==> src/rtl/viking_fetch_responder.sv <==
// Memory-side responder for the Viking/SM194 video fetcher: splits one 64-bit
// read into four 16-bit word reads and presents the assembled word atomically.
module viking_fetch_responder #(
    parameter int unsigned MAX_WAIT = 15
) (
    input  logic        clk,
    input  logic        reset_n,
    input  logic [1:0]  bus_cycle,
    input  logic [22:0] addr,
    input  logic        read,
    output logic [63:0] data,
    output logic        done,
    output logic        mem_req,
    output logic [22:0] mem_addr,
    input  logic        mem_ack,
    input  logic [15:0] mem_rdata,
    output logic [7:0]  overrun,
    output logic        timeout
);

    typedef enum logic [1:0] {
        IDLE = 2'd0,
        REQ  = 2'd1,
        DONE = 2'd2
    } state_t;

    localparam logic [7:0] WAIT_LAST = 8'(MAX_WAIT - 1);

    state_t      state;
    state_t      state_nx;
    logic        read_q;
    logic [22:0] base;
    logic [1:0]  k;
    logic [7:0]  wait_cnt;
    logic [63:0] shadow;
    logic        start;
    logic        expire;
    logic        word_end;

    // The two address LSBs select a word inside the 64-bit group and are ignored.
    logic unused_addr_bits;
    assign unused_addr_bits = ^addr[1:0];

    assign start    = read && !read_q && (bus_cycle == 2'd2);
    // An ack in the expiry clock wins, so expiry is qualified by the absence of ack.
    assign expire   = !mem_ack && (wait_cnt == WAIT_LAST);
    assign word_end = (state == REQ) && (mem_ack || expire);

    assign mem_req  = (state == REQ);
    assign mem_addr = base + 23'(k);

    // NOTE: every always_comb output gets a default first so no latch is inferred.
    always_comb begin
        state_nx = state;
        case (state)
            IDLE:    if (start) state_nx = REQ;
            REQ:     if (word_end && (k == 2'd3)) state_nx = DONE;
            DONE:    state_nx = IDLE;
            default: state_nx = IDLE;
        endcase
    end

    // NOTE: sequential state uses non-blocking assignments only.
    always_ff @(posedge clk or negedge reset_n) begin
        if (!reset_n) state <= IDLE;
        else          state <= state_nx;
    end

    // NOTE: read_q resets high so a read held across reset cannot look like a new edge.
    always_ff @(posedge clk or negedge reset_n) begin
        if (!reset_n) read_q <= 1'b1;
        else          read_q <= read;
    end

    always_ff @(posedge clk or negedge reset_n) begin
        if (!reset_n) begin
            base     <= '0;
            k        <= '0;
            wait_cnt <= '0;
            shadow   <= '0;
            timeout  <= 1'b0;
        end else begin
            if ((state == IDLE) && start) begin
                base     <= {addr[22:2], 2'b00};
                k        <= '0;
                wait_cnt <= '0;
            end else if (word_end) begin
                shadow[{k, 4'b0000} +: 16] <= mem_ack ? mem_rdata : 16'hFFFF;
                if (expire) timeout <= 1'b1;
                k        <= k + 2'd1;
                wait_cnt <= '0;
            end else if (state == REQ) begin
                wait_cnt <= wait_cnt + 8'd1;
            end
        end
    end

    always_ff @(posedge clk or negedge reset_n) begin
        if (!reset_n) begin
            data <= '0;
            done <= 1'b0;
        end else begin
            done <= 1'b0;
            if (state == DONE) begin
                data <= shadow;
                done <= 1'b1;
            end
        end
    end

    always_ff @(posedge clk or negedge reset_n) begin
        if (!reset_n) begin
            overrun <= '0;
        end else if (start && (state != IDLE) && (overrun != 8'hFF)) begin
            overrun <= overrun + 8'd1;
        end
    end

endmodule

==> config.mk <==
export PLATFORM = sky130hd
export DESIGN_NAME = viking_fetch_responder
export DESIGN_NICKNAME = d
export VERILOG_FILES = /design/src/rtl/viking_fetch_responder.sv
export SDC_FILE = /design/constraint.sdc
export NUM_CORES = 1
export LEC_CHECK = 0
export ABC_AREA = 0
export BUFFER_PORTS_ARGS = -buffer_cell sky130_fd_sc_hd__buf_2
export CAP_MARGIN = 20
export CORE_MARGIN = 2
export CORE_UTILIZATION = 61
export CTS_BUF_LIST = sky130_fd_sc_hd__clkbuf_8
export DETAILED_ROUTE_END_ITERATION = 10
export GPL_TIMING_DRIVEN = 0
export PLACE_DENSITY = 0.95
export SETUP_SLACK_MARGIN = 0.2
export SLEW_MARGIN = 20
export SYNTH_ARGS = -nofsm -noshare
export SYNTH_HDL_FRONTEND = slang
export SYNTH_SLANG_ARGS = --single-unit
export TNS_END_PERCENT = 5
==> constraint.sdc <==
create_clock -name clk -period 3.7 [get_ports clk]
set_clock_uncertainty 0.1 [all_clocks]
set_input_delay 0.185 -clock clk [delete_from_list [all_inputs] [get_ports clk]]
set_output_delay 0.185 -clock clk [all_outputs]
set_load 0.05 [all_outputs]
---- Word-level counts from Yosys, hierarchy flattened ----
Cells that the tools add are included.
storage, ports and cells
  register bits after elaboration ......... 172
  bits of input ports ..................... 45
  logic and storage cells ................. 55
  output and inout bits ................... 98
operators by class
  shift operators ......................... 2
  mux-type cells .......................... 11
  reduce and logical (&&, ||, !) cells .... 18
  $add $sub $neg .......................... 5
  bitwise logic cells ..................... 1
  eq/ne operators ......................... 8
operator list
  operator                                                count
  bitwise mux 64 bit                                      1
  variable shift 16 x 8 -> 64 bit (first input constant)  1
  variable part select 16 x 8 -> 64 bit                   1
  2-to-1 mux 8 bit                                        3
  adder 23 x 2 -> 23 bit                                  1
  adder 8 x 1 -> 8 bit (second input constant)            2
  2-to-1 mux 16 bit                                       1
  == test 8 x 4 -> 1 bit (second input constant)          1
  logical AND 1 bit                                       8
  2-to-1 mux 2 bit                                        4
  inequality test 8 bit (second input constant)           1
  negation 6 -> 8 bit                                     1
  == test 2 bit (second input constant)                   3
  case mux 2 bit (2 select lines)                         1
  AND reduction 2 bit                                     2
  nonzero test 2 bit                                      2
  AND reduction 3 bit                                     1
  nonzero test 3 bit                                      1
  adder 2 x 1 -> 2 bit (second input constant)            1
  == test 2 x 1 -> 1 bit (second input constant)          1
  zero test 1 bit                                         2
  zero test 2 bit                                         1
  inequality test 2 x 1 -> 1 bit (second input constant)  1
  inequality test 2 bit (second input constant)           1
  other kinds (3)                                         3

---- Depth between registers and ports, before layout ----
  depth in word-level cells ............... 7
  gate-level depth with buffers ........... 8
  mapped depth without buffers ............ 7

---- Worst setup path after synthesis ----
Ideal clock, no wire load.
  path type ............................... register to register
  start point ............................. register k[0]
  end point ............................... register shadow[54]
  clock period less this slack ............ 2.473 ns
  setup time .............................. 0.078 ns
  slack ................................... 1.227 ns
  cell stages (with the launch flop) ...... 7
  data arrival time ....................... 2.294 ns
  buffers on the path ..................... 1
  path through ............................ dfrtp_1 -> inv_1 -> ha_1 -> nor3_1 -> clkbuf_1 -> nand3_1 -> o2bb2ai_1
between the ends
  cells in the longest elaborated chain, start to end .. 3
ends and longest elaborated chain
  element                                                                                   line  source
  from (decl)                                                                               33    logic [1:0] k;
  from (signal assigned)                                                                    90    k <= k + 2'd1;
  negation 6 -> 8 bit *                                                                     88    shadow[{k, 4'b0000} +: 16] <= mem_ack ? mem_rdata : 16'hFFFF;
  variable part select 16 x 8 -> 64 bit or variable shift 16 x 8 -> 64 bit (tied branches)  88
  bitwise mux 64 bit *                                                                      88
  to (signal, indexed assignment)                                                           88
  to (decl)                                                                                 35    logic [63:0] shadow;
Mark *: on every way between the ends. The rest lies on a longest branch, timed or not.
A chain may end at the register's enable or synchronous reset.

---- Worst setup path in the final report ----
  start point ............................. register k[0]
  end point ............................... register shadow[59]
The elaborated chain is that of the path after synthesis.

==> impl_results.md <==
- Ys async rst share: 100%
- Htree depth: 4
- R2R Path End: shadow[59]$_DFFE_PN0P_
- Critical Path End Type: flip-flop
- Slowest stage cell, crit path: nor3_1
- CTS sink cnt: 172
- Ranking of synthesized cells by area: dfrtp_1 62%, mux2_2 11%, nand2_1 4.3%, a22o_1 4.1%, o2bb2ai_1 4.1%
- Multi-input logic area: 2350 sq um
- Cell taking the most area after synthesis: dfrtp_1
- Vias in the first global route: 5440
- CTS buffer count: 17
- Reg2reg setup slack: 0.85 ns
- Slew Limit Fails: 0
- Post-synth EDFFs: 0
- Post-synthesis sequential element count: 172
- Syn Area/Cell: 12.6 sq um
- Synth top area share: 62.2%
- Routed length on met3: 1450 um
- Post-synthesis cell count: 545
- VDD IR-drop max: 0.586 mV
- Max clock buf depth: 2
- Vias post-DR: 5307
- Initial antenna violation count: 0
- Setup violations, final: 0
- GRT Total Usage: 31.4%
- Post-CTS Setup Inserts: 0
- Hold Vio Cnt, Final: 0
- Register area: 4310 sq um
- # resized after CTS: 0
- PD cells: 886 nW/um^2
- Share of post-route cells with drive strength above 1: 34.6%
- Drt wl/cell: 20.7 um
- Slew headroom: 41.2%
- Max layer used: met4
- Nets: 781
- Top fanout value on the critical path: 10
- Critical Path Max Stage Delay: 0.74 ns
- Ys Warns: 0
- P_leak: 4.52 nW
- CTS tree: done
- Crit path DAT: 3.12 ns
- Grt ovf: 0
- Antenna cells: 0
- Min-delay worst type: in -> reg
- Area of the mapped netlist: 6880 sq um
- Cell Chain, Critical Path: inv_1 -> ha_1 -> nor3_1 -> clkbuf_1 -> nand3_1 -> o2bb2ai_1
- DRT met1 WL: 6840 um
- Hold Crit Start: mem_rdata[9]
- Finished Layout Cells: 880
- RePlAce Congestion: 0.865
- Placed Cells: 826
- Core ar.: 10900 sq um
- FF-to-FF Start: k[0]$_DFFE_PN0P_
- Setup TNS Final: 0 ns
- # fillers: 600
- DRT Pass-1 Iters: 5
- Measured slew at the worst slew-check pin: 0.875 ns
- Post-synthesis cell type count: 43
- Crit Path Category: reg -> reg
- P&R area growth vs syn: 22.9%
- Tmin final: 2.85 ns
- Die H: 110 um
- Hold Path Depth: 3
- Pin count of the biggest net entering global routing: 107
- Reg clk slew, reported paths: 0.09 ns
- Clk_lat worst skew: 0.46 ns
- Root buf cell: clkbuf_8
- Critical Path RT: 3.97 ns
- Final Cycle Share: 76.9%
- Vias per cell: 6.03
- Number of max-cap violations: 0
- Mapped Nets: 598
- Worst Setup SP: k[0]$_DFFE_PN0P_
- RSZ-0062 raised after global routing: no
- Predominant post-synthesis flop cell: dfrtp_1
- Post-DP HPWL: 11800 um
- ANT nets after route: 0
- F_max: 351 MHz
- Crit start category: flip-flop
- IO Count: 143
- Die area: 12100 sq um
- Die Wd: 110 um
- Min-Delay Endpoint: shadow[9]$_DFFE_PN0P_
- IO buf count: 140
- Status: complete, no violations
- Register-to-Register Path Depth: 6
- Met2 wire length: 9170 um
- Initial Util: 62.9%
- Global-route wire length before repair: 28100 um
- DR iter-0 viols: 508
- Row cnt: 38
- Hold_buf cts: 23
- # DRC: 0
- Sequential fraction of the synthesis area: 62.6%
- Wirelength, routed: 18200 um
[power breakdown]
group	leakage, nW	switching (mW)	total [mW]	internal [mW]
logic	1.98	2.15	3.02	0.873
registers	2.32	0.478	3.04	2.56
clock network	0.217	0.697	1.43	0.735
total	4.52	3.32	7.49	4.17
[worst max-delay path by stage]
stage | to | slack, ns | depth (start not counted)
global route | shadow[59]$_DFFE_PN0P_ | 0.77 | 6
floorplan | shadow[54]$_DFFE_PN0P_ | 1.23 | 6
global placement | data[11]$_DFFE_PN0P_ | 0.05 | 1
finish | shadow[59]$_DFFE_PN0P_ | 0.85 | 6
detailed placement | shadow[59]$_DFFE_PN0P_ | 1.04 | 6
CTS | shadow[63]$_DFFE_PN0P_ | 0.96 | 6
[through the flow]
stage	worst slack (ns)	total power [mW]	hold slack (ns)	util (%)	area [sq um]
2_1_floorplan	1.23	5.15	-0.211	-	6880
3_3_place_gp	0.0472	5.81	0.200	70.9	7750
3_5_place_dp	1.04	5.99	0.0712	71.3	7790
4_1_cts	0.959	7.45	0.0706	77.3	8450
5_1_grt	0.774	7.78	0.0809	77.3	8450
6_report	0.854	7.49	0.0977	77.3	8450
[registers in the layout, summed over array words and instances (netlist names)]
name,flops
k,2
timeout,1
read_q,1
done,1
data,64
shadow,64
state,2
overrun,8
base,21
wait_cnt,8
[per-layer routing]
| metal | vias to the layer above | GRT usage (%) |
|---|---|---|
| met5 | - | 0 |
| met4 | 0 | 14.5 |
| met3 | 67 | 8.82 |
| met2 | 326 | 51.5 |
| met1 | 2638 | 39.1 |
| li1 | 2276 | - |
[worst max-delay path, delay by kind of cell, from the launching register on]
family | cells | cell delay (ns)
buffers and inverters | 2 | 0.64
AND/OR/NAND/NOR | 2 | 0.90
flip-flops | 1 | 0.52
AO/OA/AOI/OAI | 1 | 0.21
adder cells (fa/ha/maj) | 1 | 0.39
[cell families (layout without fill, tap and decap cells)]
| logic type | Yosys count | after routing | synth area share (%) |
|---|---|---|---|
| AO/OA/AOI/OAI | 87 | 87 | 10.2 |
| AND/OR/NAND/NOR | 152 | 152 | 10.8 |
| multiplexers | 66 | 66 | 10.8 |
| adder cells (fa/ha/maj) | 8 | 8 | 1.46 |
| flip-flops | 172 | 172 | 62.6 |
| buffers and inverters | 53 | 248 | 3.24 |
| XOR/XNOR | 7 | 7 | 0.891 |
[area by class of cell]
class / count / area share [%]
clock buffers: 17 / 2.77
flip-flops and latches: 172 / 50.9
well taps: 140 / 2.07
plain buffers: 27 / 1.48
multi-input cells: 320 / 27.8
repair buffers: 164 / 11.5
clock inverters: 14 / 2.34
inverters: 26 / 1.15
[synth_stat cells (2+ instances only)]
master,number
nor4bb_1,2
and2_1,4
nor2_1,6
nor3_1,3
or3_1,3
nand2_1,78
xor2_1,4
a22o_1,32
clkbuf_1,11
nand4b_1,2
o2bb2ai_1,32
nand2b_1,17
nand3_1,25
mux2_2,65
inv_1,26
xnor2_1,3
o211ai_1,2
ha_1,8
dfrtp_1,171
buf_2,12
a31oi_1,3
a21oi_1,3
nand4_1,3
buf_4,2
o21a_1,2
o21ai_0,9
[placed cells by master, fill, tap and decap left out, types with 2 or more instances in the layout]
cell type and count:
dfrtp_1 171, buf_2 151, nand2_1 78, mux2_2 65
a22o_1 32, o2bb2ai_1 32, inv_1 27, nand3_1 25
dlygate4sd3_1 23, nand2b_1 17, clkbuf_8 17, clkbuf_1 11
o21ai_0 9, ha_1 8, nor2_1 6, clkinv_4 6
and2_1 4, xor2_1 4, bufinv_16 4, nand4_1 3
xnor2_1 3, nor3_1 3, a31oi_1 3, or3_1 3
a21oi_1 3, nand4b_1 2, buf_4 2, nor4bb_1 2
o21a_1 2, o211ai_1 2
Note: power is estimated with default switching activity, not from simulation.
